### src/rtl/evenodd_window_classifier_if.sv
// Stream, per-sample result and window report signals of evenodd_window_classifier.
// EVENODD_WIN_MAJORITY_EN adds the win_major_odd report bit.
interface evenodd_window_classifier_if #(
  parameter int unsigned WIDTH = 4,
  parameter int unsigned CNT_W = 5
);
  logic             in_valid;
  logic             in_ready;
  logic [WIDTH-1:0] x;
  logic             out_valid;
  logic             out_ready;
  logic             even;
  logic             odd;
  logic             win_valid;
  logic             win_ack;
  logic [CNT_W-1:0] win_even_cnt;
  logic [CNT_W-1:0] win_odd_cnt;
`ifdef EVENODD_WIN_MAJORITY_EN
  logic             win_major_odd;

  modport slave (
    input  in_valid, x, out_ready, win_ack,
    output in_ready, out_valid, even, odd, win_valid, win_even_cnt, win_odd_cnt, win_major_odd
  );
  modport master (
    output in_valid, x, out_ready, win_ack,
    input  in_ready, out_valid, even, odd, win_valid, win_even_cnt, win_odd_cnt, win_major_odd
  );
`else
  modport slave (
    input  in_valid, x, out_ready, win_ack,
    output in_ready, out_valid, even, odd, win_valid, win_even_cnt, win_odd_cnt
  );
  modport master (
    output in_valid, x, out_ready, win_ack,
    input  in_ready, out_valid, even, odd, win_valid, win_even_cnt, win_odd_cnt
  );
`endif
endinterface

### src/rtl/evenodd_window_classifier.sv
// Streaming even/odd classifier with registered result stage and windowed count report.
// Optional majority report bit under EVENODD_WIN_MAJORITY_EN.
module evenodd_window_classifier #(
  parameter int unsigned WIDTH  = 4,
  parameter int unsigned WINDOW = 16,
  parameter int unsigned CNT_W  = $clog2(WINDOW + 1)
) (
  input  logic clk,
  input  logic rst_n,
  input  logic clear,
  input  logic mode,
  evenodd_window_classifier_if.slave bus
);

  localparam int unsigned LAST = WINDOW - 1;

  typedef enum logic {
    ACCUM  = 1'b0,
    REPORT = 1'b1
  } state_e;

  state_e           state_q, state_d;
  logic             out_valid_q, out_valid_d;
  logic             even_q, even_d;
  logic             odd_q, odd_d;
  logic             win_valid_q, win_valid_d;
  logic [CNT_W-1:0] win_even_q, win_even_d;
  logic [CNT_W-1:0] win_odd_q, win_odd_d;
  logic [CNT_W-1:0] even_acc_q, even_acc_d;
  logic [CNT_W-1:0] odd_acc_q, odd_acc_d;
  logic [CNT_W-1:0] samp_cnt_q, samp_cnt_d;
`ifdef EVENODD_WIN_MAJORITY_EN
  logic             win_major_q, win_major_d;
`endif

  logic [WIDTH-1:0] x_c;
  logic             in_ready_c;
  logic             accept_c;
  logic             odd_c;
  logic [CNT_W-1:0] even_fin_c;
  logic [CNT_W-1:0] odd_fin_c;

  assign x_c        = bus.x;
  assign in_ready_c = (state_q == ACCUM) && !clear && (!out_valid_q || bus.out_ready);
  assign accept_c   = bus.in_valid && in_ready_c;
  assign odd_c      = mode ? ^x_c : x_c[0];
  // Counts including the sample being accepted this cycle
  assign even_fin_c = odd_c ? even_acc_q : even_acc_q + CNT_W'(1);
  assign odd_fin_c  = odd_c ? odd_acc_q + CNT_W'(1) : odd_acc_q;

  always_comb begin
    state_d     = state_q;
    out_valid_d = out_valid_q;
    even_d      = even_q;
    odd_d       = odd_q;
    win_valid_d = win_valid_q;
    win_even_d  = win_even_q;
    win_odd_d   = win_odd_q;
    even_acc_d  = even_acc_q;
    odd_acc_d   = odd_acc_q;
    samp_cnt_d  = samp_cnt_q;
`ifdef EVENODD_WIN_MAJORITY_EN
    win_major_d = win_major_q;
`endif

    // Per-sample result stage; even/odd hold after drain
    if (accept_c) begin
      out_valid_d = 1'b1;
      odd_d       = odd_c;
      even_d      = !odd_c;
    end else if (bus.out_ready) begin
      out_valid_d = 1'b0;
    end

    case (state_q)
      ACCUM: begin
        if (clear) begin
          even_acc_d = '0;
          odd_acc_d  = '0;
          samp_cnt_d = '0;
        end else if (accept_c) begin
          if (samp_cnt_q == CNT_W'(LAST)) begin
            win_even_d  = even_fin_c;
            win_odd_d   = odd_fin_c;
            win_valid_d = 1'b1;
`ifdef EVENODD_WIN_MAJORITY_EN
            win_major_d = (odd_fin_c > even_fin_c);
`endif
            even_acc_d  = '0;
            odd_acc_d   = '0;
            samp_cnt_d  = '0;
            state_d     = REPORT;
          end else begin
            even_acc_d = even_fin_c;
            odd_acc_d  = odd_fin_c;
            samp_cnt_d = samp_cnt_q + CNT_W'(1);
          end
        end
      end
      REPORT: begin
        if (clear || bus.win_ack) begin
          win_valid_d = 1'b0;
          even_acc_d  = '0;
          odd_acc_d   = '0;
          samp_cnt_d  = '0;
          state_d     = ACCUM;
        end
      end
      default: state_d = ACCUM;
    endcase
  end

  always_ff @(posedge clk) begin
    if (!rst_n) begin
      state_q     <= ACCUM;
      out_valid_q <= 1'b0;
      even_q      <= 1'b0;
      odd_q       <= 1'b0;
      win_valid_q <= 1'b0;
      win_even_q  <= '0;
      win_odd_q   <= '0;
      even_acc_q  <= '0;
      odd_acc_q   <= '0;
      samp_cnt_q  <= '0;
`ifdef EVENODD_WIN_MAJORITY_EN
      win_major_q <= 1'b0;
`endif
    end else begin
      state_q     <= state_d;
      out_valid_q <= out_valid_d;
      even_q      <= even_d;
      odd_q       <= odd_d;
      win_valid_q <= win_valid_d;
      win_even_q  <= win_even_d;
      win_odd_q   <= win_odd_d;
      even_acc_q  <= even_acc_d;
      odd_acc_q   <= odd_acc_d;
      samp_cnt_q  <= samp_cnt_d;
`ifdef EVENODD_WIN_MAJORITY_EN
      win_major_q <= win_major_d;
`endif
    end
  end

  assign bus.in_ready     = in_ready_c;
  assign bus.out_valid    = out_valid_q;
  assign bus.even         = even_q;
  assign bus.odd          = odd_q;
  assign bus.win_valid    = win_valid_q;
  assign bus.win_even_cnt = win_even_q;
  assign bus.win_odd_cnt  = win_odd_q;
`ifdef EVENODD_WIN_MAJORITY_EN
  assign bus.win_major_odd = win_major_q;
`endif

endmodule

### src/flat_wrapper.sv
// flat-port wrapper written by rule: the top's interface ports become plain ports
module evenodd_window_classifier_flat 
#(
  parameter int unsigned WIDTH  = 4,
  parameter int unsigned WINDOW = 16,
  parameter int unsigned CNT_W  = $clog2(WINDOW + 1)
)
  (clk, rst_n, clear, mode, bus_in_valid, bus_x, bus_out_ready, bus_win_ack, bus_in_ready, bus_out_valid, bus_even, bus_odd, bus_win_valid, bus_win_even_cnt, bus_win_odd_cnt);
  evenodd_window_classifier_if #(.WIDTH(WIDTH), .CNT_W(CNT_W)) bus_i ();
  input  logic clk;
  input  logic rst_n;
  input  logic clear;
  input  logic mode;
  input wire logic [$bits(bus_i.in_valid)-1:0] bus_in_valid;
  input wire logic [$bits(bus_i.x)-1:0] bus_x;
  input wire logic [$bits(bus_i.out_ready)-1:0] bus_out_ready;
  input wire logic [$bits(bus_i.win_ack)-1:0] bus_win_ack;
  output wire logic [$bits(bus_i.in_ready)-1:0] bus_in_ready;
  output wire logic [$bits(bus_i.out_valid)-1:0] bus_out_valid;
  output wire logic [$bits(bus_i.even)-1:0] bus_even;
  output wire logic [$bits(bus_i.odd)-1:0] bus_odd;
  output wire logic [$bits(bus_i.win_valid)-1:0] bus_win_valid;
  output wire logic [$bits(bus_i.win_even_cnt)-1:0] bus_win_even_cnt;
  output wire logic [$bits(bus_i.win_odd_cnt)-1:0] bus_win_odd_cnt;
  assign bus_i.in_valid = bus_in_valid;
  assign bus_i.x = bus_x;
  assign bus_i.out_ready = bus_out_ready;
  assign bus_i.win_ack = bus_win_ack;
  assign bus_in_ready = bus_i.in_ready;
  assign bus_out_valid = bus_i.out_valid;
  assign bus_even = bus_i.even;
  assign bus_odd = bus_i.odd;
  assign bus_win_valid = bus_i.win_valid;
  assign bus_win_even_cnt = bus_i.win_even_cnt;
  assign bus_win_odd_cnt = bus_i.win_odd_cnt;
  evenodd_window_classifier #(.WIDTH(WIDTH), .WINDOW(WINDOW), .CNT_W(CNT_W)) u_core (.clk(clk), .rst_n(rst_n), .clear(clear), .mode(mode), .bus(bus_i));
endmodule
### config.mk
export PLATFORM = sky130hd
export DESIGN_NAME = evenodd_window_classifier_flat
export DESIGN_NICKNAME = d
export VERILOG_FILES = /design/src/rtl/evenodd_window_classifier_if.sv /design/src/rtl/evenodd_window_classifier.sv /design/src/flat_wrapper.sv
export SDC_FILE = /design/constraint.sdc
export NUM_CORES = 1
export LEC_CHECK = 0
export BUFFER_PORTS_ARGS = -buffer_cell sky130_fd_sc_hd__buf_4
export CAP_MARGIN = 40
export CORE_ASPECT_RATIO = 1.1
export CORE_MARGIN = 8
export CORE_UTILIZATION = 54
export DETAILED_ROUTE_END_ITERATION = 7
export GPL_ROUTABILITY_DRIVEN = 0
export GPL_TIMING_DRIVEN = 0
export HOLD_SLACK_MARGIN = 0.15
export PLACE_DENSITY = 0.8
export SLEW_MARGIN = 0
export SYNTH_ARGS = -nofsm -noshare
export SYNTH_HDL_FRONTEND = slang
export SYNTH_SLANG_ARGS = --single-unit
export TNS_END_PERCENT = 30
### constraint.sdc
create_clock -name clk -period 2.2 [get_ports clk]
set_clock_uncertainty 0.15 [all_clocks]
set_input_delay 0.11 -clock clk [delete_from_list [all_inputs] [get_ports clk]]
set_output_delay 0.11 -clock clk [all_outputs]
set_load 0.02 [all_outputs]
Word level (Yosys, flattened, before mapping)
Cells that the tools add are included.
{"block": "word_totals", "in_bits": 11, "register_bits": 30, "elab_cells": 62, "output_inout_bits": 15}
{"block": "classes", "addsub": 3, "muxes": 28, "eq_ne": 6, "n_bitwise": 2, "reduce_logical": 13}
{"cell": "5-bit 2-to-1 mux", "n": 12}
{"cell": "5-bit one-hot mux with 2 select lines", "n": 3}
{"cell": "5-bit by 1-bit adder with 5-bit output, second input constant", "n": 3}
{"cell": "1-bit 2-to-1 mux", "n": 11}
{"cell": "4-bit AND reduction", "n": 2}
{"cell": "2-bit inequality test, second input constant", "n": 3}
{"cell": "5-bit by 4-bit equality test with 1-bit output, second input constant", "n": 1}
{"cell": "1-bit one-hot mux with 2 select lines", "n": 2}
{"cell": "4-bit parity", "n": 1}
{"cell": "1-bit logical AND", "n": 3}
{"cell": "1-bit zero test", "n": 3}
{"cell": "3-bit by 2-bit inequality test with 1-bit output, second input constant", "n": 1}
{"cell": "1-bit logical OR", "n": 2}
{"cell": "2-bit by 1-bit inequality test with 1-bit output, second input constant", "n": 1}
{"cell": "1-bit NOT", "n": 2}
{"cell": "2-bit AND reduction", "n": 1}
{"cell": "2-bit nonzero test", "n": 1}

Depth between registers and ports, before layout
{"block": "logic_depth", "depth_word": 7, "ltp_mapped": 7, "ltp_nobuf": 6}

Least setup slack after synthesis
No wires, ideal clock.
{"block": "synth_timing", "path_type": "register -> register", "start": "reg u_core.samp_cnt_q[0]", "end": "reg u_core.odd_acc_q[3]", "stages_incl_launch_ff": 8, "n_path_buf": 1, "arrival_ns": 1.763, "t_required_ns": 1.976, "setup_ns": 0.074, "path_slack_ns": 0.213, "period_less_slack_ns": 1.987, "path_cell_list": "dfxtp_1 > ha_1 > nand3_1 > o21a_1 > clkbuf_1 > nand2_1 > or4_1 > a31oi_1"}
{"block": "synth_between", "elab_chain_len": 5}
{"element": "from (decl)", "line": "evenodd_window_classifier.sv:31", "rtl": "logic [CNT_W-1:0] samp_cnt_q, samp_cnt_d;"}
{"element": "from (signal assigned)", "line": "evenodd_window_classifier.sv:138", "rtl": "samp_cnt_q <= samp_cnt_d;"}
{"element": "5-bit by 4-bit equality test with 1-bit output", "line": "evenodd_window_classifier.sv:82", "rtl": "if (samp_cnt_q == CNT_W'(LAST)) begin"}
{"element": "5-bit 2-to-1 mux", "line": "evenodd_window_classifier.sv:82"}
{"element": "5-bit 2-to-1 mux", "line": "evenodd_window_classifier.sv:81", "rtl": "end else if (accept_c) begin"}
{"element": "5-bit 2-to-1 mux", "line": "evenodd_window_classifier.sv:77", "rtl": "if (clear) begin"}
{"element": "5-bit one-hot mux with 2 select lines", "line": "evenodd_window_classifier.sv:75", "rtl": "case (state_q)"}
{"element": "to (signal assigned)", "line": "evenodd_window_classifier.sv:123", "rtl": "odd_acc_q <= '0;"}
{"element": "to (signal assigned)", "line": "evenodd_window_classifier.sv:137", "rtl": "odd_acc_q <= odd_acc_d;"}
{"element": "to (decl)", "line": "evenodd_window_classifier.sv:30", "rtl": "logic [CNT_W-1:0] odd_acc_q, odd_acc_d;"}
Every way passes these cells. The select of a mux whose other input is x is not followed.
A chain may end at the register's enable or synchronous reset.

Worst setup path after layout
{"block": "layout_timing", "start": "reg u_core.state_q", "end": "reg u_core.even_acc_q[1]"}
{"block": "layout_between", "elab_chain_len": 6, "elab_cells_between_ends": 8, "cone_classes": "eq/ne (2); mux (1); bitwise (1); reduce/logical (4)"}
{"element": "from (decl)", "line": "evenodd_window_classifier.sv:22", "rtl": "state_e state_q, state_d;"}
{"element": "from (signal assigned)", "line": "evenodd_window_classifier.sv:129", "rtl": "state_q <= state_d;"}
{"element": "1-bit NOT", "line": "evenodd_window_classifier.sv:44, evenodd_window_classifier.sv:75"}
{"element": "1-bit logical AND (2 in series)", "line": "evenodd_window_classifier.sv:44", "rtl": "assign in_ready_c = (state_q == ACCUM) && !clear && (!out_valid_q || bus.out_ready);"}
{"element": "1-bit logical AND", "line": "evenodd_window_classifier.sv:45", "rtl": "assign accept_c = bus.in_valid && in_ready_c;"}
{"element": "3-bit by 2-bit inequality test with 1-bit output (no source line)"}
{"element": "2-bit AND reduction (no source line)"}
{"element": "to (signal assigned)", "line": "evenodd_window_classifier.sv:136", "rtl": "even_acc_q <= even_acc_d;"}
{"element": "to (decl)", "line": "evenodd_window_classifier.sv:29", "rtl": "logic [CNT_W-1:0] even_acc_q, even_acc_d;"}
Several ways; a longest one is shown, not always the timed one.

==> impl_metrics.yaml <==
run_status:
  outcome: "complete, no violations"
timing:
  max_freq_mhz: 467
  finalHoldViolations: 0
  tightest_slew_ps: 545
  worst_hold_slack_ps: 255
  fin_crit_sh_pct: 97.3
  setup_viol: 0
  period_needed_ps: 2140
  rsz0062_at_grt: "yes"
  report.final.slew_viol_count: 0
  slew_headroom_pct: 63.6
yosys:
  synth_cell_types: 37
  yosysWarningCount: 0
  syn_nets: 190
  synth-seq-cells: 30
  ys_seq_area_share_pct: 41.6
  avgSynthCellArea_um2: 8.20
  synth_top_cell_by_area: "dfxtp_1"
  yosys-top-cells-area: "dfxtp_1 42%, o21ai_0 6.9%, a31oi_1 5.6%, nand2_1 5.2%, a21oi_1 4.5%"
  postSynthCellCount: 176
  syn_area_mm2: 0.00144
  yosysTopAreaCellShare_pct: 41.6
detailed_routing:
  route.detailed.drc: 0
  drt-initial-drc-count: 129
  antenna_left: 0
  via_per_inst: 6.38
  first_pass_iters: 4
  via_count: 1596
  drt_wl_total_mm: 4.40
  routedWlPerCell_um: 17.6
setup_path:
  slowest_delay_ps: 520
  crit_path_end_kind: "register"
  worstPathRequired_ps: 2320
  cp_top_family: "compound AO/OA/AOI/OAI gates"
  cpMaxStageDelayCell: "dfxtp_1"
  cp.arrival_ps: 2260
  path_cells: "nor2b_1 > a221oi_2 > clkbuf_1 > o21ai_0 > a21oi_1"
  path_class: "reg2reg"
  cp_max_fo: 10
  critPathLaunchType: "register"
  rr_worst_depth: 5
  path_depth: 5
  cp.buffers_inverters: 1
finish:
  fin_nets: 232
  final_util_pct: 76.2
  layout_common_cells: "30 x dfxtp_1, 25 x buf_4, 20 x o21ai_0"
  syn_to_final_growth_pct: 33.0
  final_common_cell: "dfxtp_1"
  antenna_cells: 0
  layout-drive-gt1-share_pct: 20.1
  fillers: 195
global_routing:
  grt_pass1_vias: 1511
  overflow: 0
  grt_max_degree: 11
  grt_pass1_wl_mm: 6.93
  grt.total_usage_pct: 18.9
  antenna_found_initial: 0
pwr:
  power.density_mw_per_mm2: 683
  ir_worst_vdd_v: 0.000793
  power_leakage_uw: 0.000723
place:
  hpwl_mm: 2.58
  portBuffers: 25
clocking:
  clock_path_buffers: 2
  cts_made_buffers: 5
  cts_setup_buffers: 0
  clockRootBuffer: "clkbuf_4"
  clock-sinks: 30
  cts_tree: "done"
  htreeDepth: 2
  clk_pin_slew_worst_paths_ps: 100
  insertion_delay_ps: 350
floorplanning:
  dieArea_mm2: 0.00459
  die_h_um: 70.2
  initial_core_util_pct: 57.3
  die_x_um: 65.3
  coreArea_mm2: 0.00252
  core.rowCount: 19
  num_io_pins: 26
run:
  maxCapViolCount: 0
worst_hold_path:
  hold_path.class: "in2reg"
  min_path_cells: 4
[where the power goes]
part / internal (uW) / switching [uW] / total (uW)
Clock: 385 / 204 / 589
Sequential: 551 / 8.87 / 560
Combinational: 69.5 / 92.9 / 162
Total: 1010 / 306 / 1310
[state kept, by name (all words and copies together), names as in the netlist]
name and cells:
u_core.bus.win_valid 1, u_core.state_q 1, u_core.even_acc_q 5, u_core.odd_acc_q 5, u_core.bus.win_odd_cnt 5, u_core.bus.even 1, u_core.bus.out_valid 1, u_core.bus.odd 1
u_core.samp_cnt_q 5, u_core.bus.win_even_cnt 5
[layout make-up]
cell class | instances | area [um2] | area share (%)
Sequential cell | 30 | 601 | 31.3
Timing Repair Buffer | 36 | 298 | 15.5
Clock buffer | 6 | 51.3 | 2.67
Multi-Input combinational cell | 132 | 813 | 42.3
Clock inverter | 2 | 60.1 | 3.13
Tap cell | 31 | 38.8 | 2.02
Inverter | 4 | 15.0 | 0.782
Buffer | 9 | 43.8 | 2.28
[Yosys cell counts (all sizes together)]
cell    instances
dfxtp          30
o21ai          21
nand2          20
a21oi          13
a31oi          13
nor2           10
or3            10
nand3           8
clkbuf          7
o211ai          6
or4             6
inv             4
buf             3
ha              3
nor3            3
and2            2
a21o            1
a221o           1
a221oi          1
a22oi           1
a311oi          1
a31o            1
a32oi           1
and3            1
and4            1
mux2i           1
nand2b          1
nand4b          1
nor2b           1
nor4b           1
o21a            1
xnor2           1
xnor3           1
[path summary, 6_finish.rpt]
check                       startpoint                    to  slack (ps)
hold reg to reg   u_core.samp_cnt_q[1]  u_core.samp_cnt_q[1]         330
hold / removal           bus_out_ready        u_core.bus.odd         250
setup / recovery        u_core.state_q  u_core.even_acc_q[1]          60
setup reg to reg        u_core.state_q  u_core.even_acc_q[1]          60
[cells by family (layout without fill, tap and decap cells)]
group | Yosys count | after routing | share of synthesized area, %
AND/OR/NAND/NOR | 65 | 65 | 23.6
multiplexers | 1 | 1 | 0.693
buffers and inverters | 14 | 57 | 4.16
AO/OA/AOI/OAI | 61 | 61 | 25.2
XOR/XNOR | 2 | 2 | 2.17
adder cells (fa/ha/maj) | 3 | 3 | 2.60
flip-flops | 30 | 30 | 41.6
[worst reg2reg max path, cell delays in order (launching register included)]
cell and delay [ps]:
dfxtp_1 520, nor2b_1 140, a221oi_2 470, clkbuf_1 420, o21ai_0 200, a21oi_1 180
[layer usage]
| metal | track usage, % | wire [um] | vias to the layer above |
|---|---|---|---|
| met1 | 20.3 | 1660 | 746 |
| met5 | 0 | 0 | - |
| met2 | 32.2 | 2220 | 86 |
| met3 | 6.54 | 383 | 15 |
| li1 | - | - | 749 |
| met4 | 8.50 | 133 | 0 |
[metrics by stage]
step / setup TNS [ps] / total power [uW] / instance area (um2) / std cells / setup WS (ps)
after floorplan: 0 / 658 / 1440 / 176 / 213
after global placement: -948 / 704 / 1670 / 232 / -173
after detailed placement: -1090 / 707 / 1670 / 232 / -230
after CTS: 0 / 1300 / 1890 / 250 / 12.8
after global routing: -94.5 / 1350 / 1920 / 250 / -49.4
final: 0 / 1310 / 1920 / 250 / 58.4
[repair_timing]
action,4_1_cts,5_1_grt
setup endpoints to repair,16,21
endpoints found under the hold margin,11,0
hold buffers,11,0
resized for setup,2,9
Power figures use the tool's default switching activity.
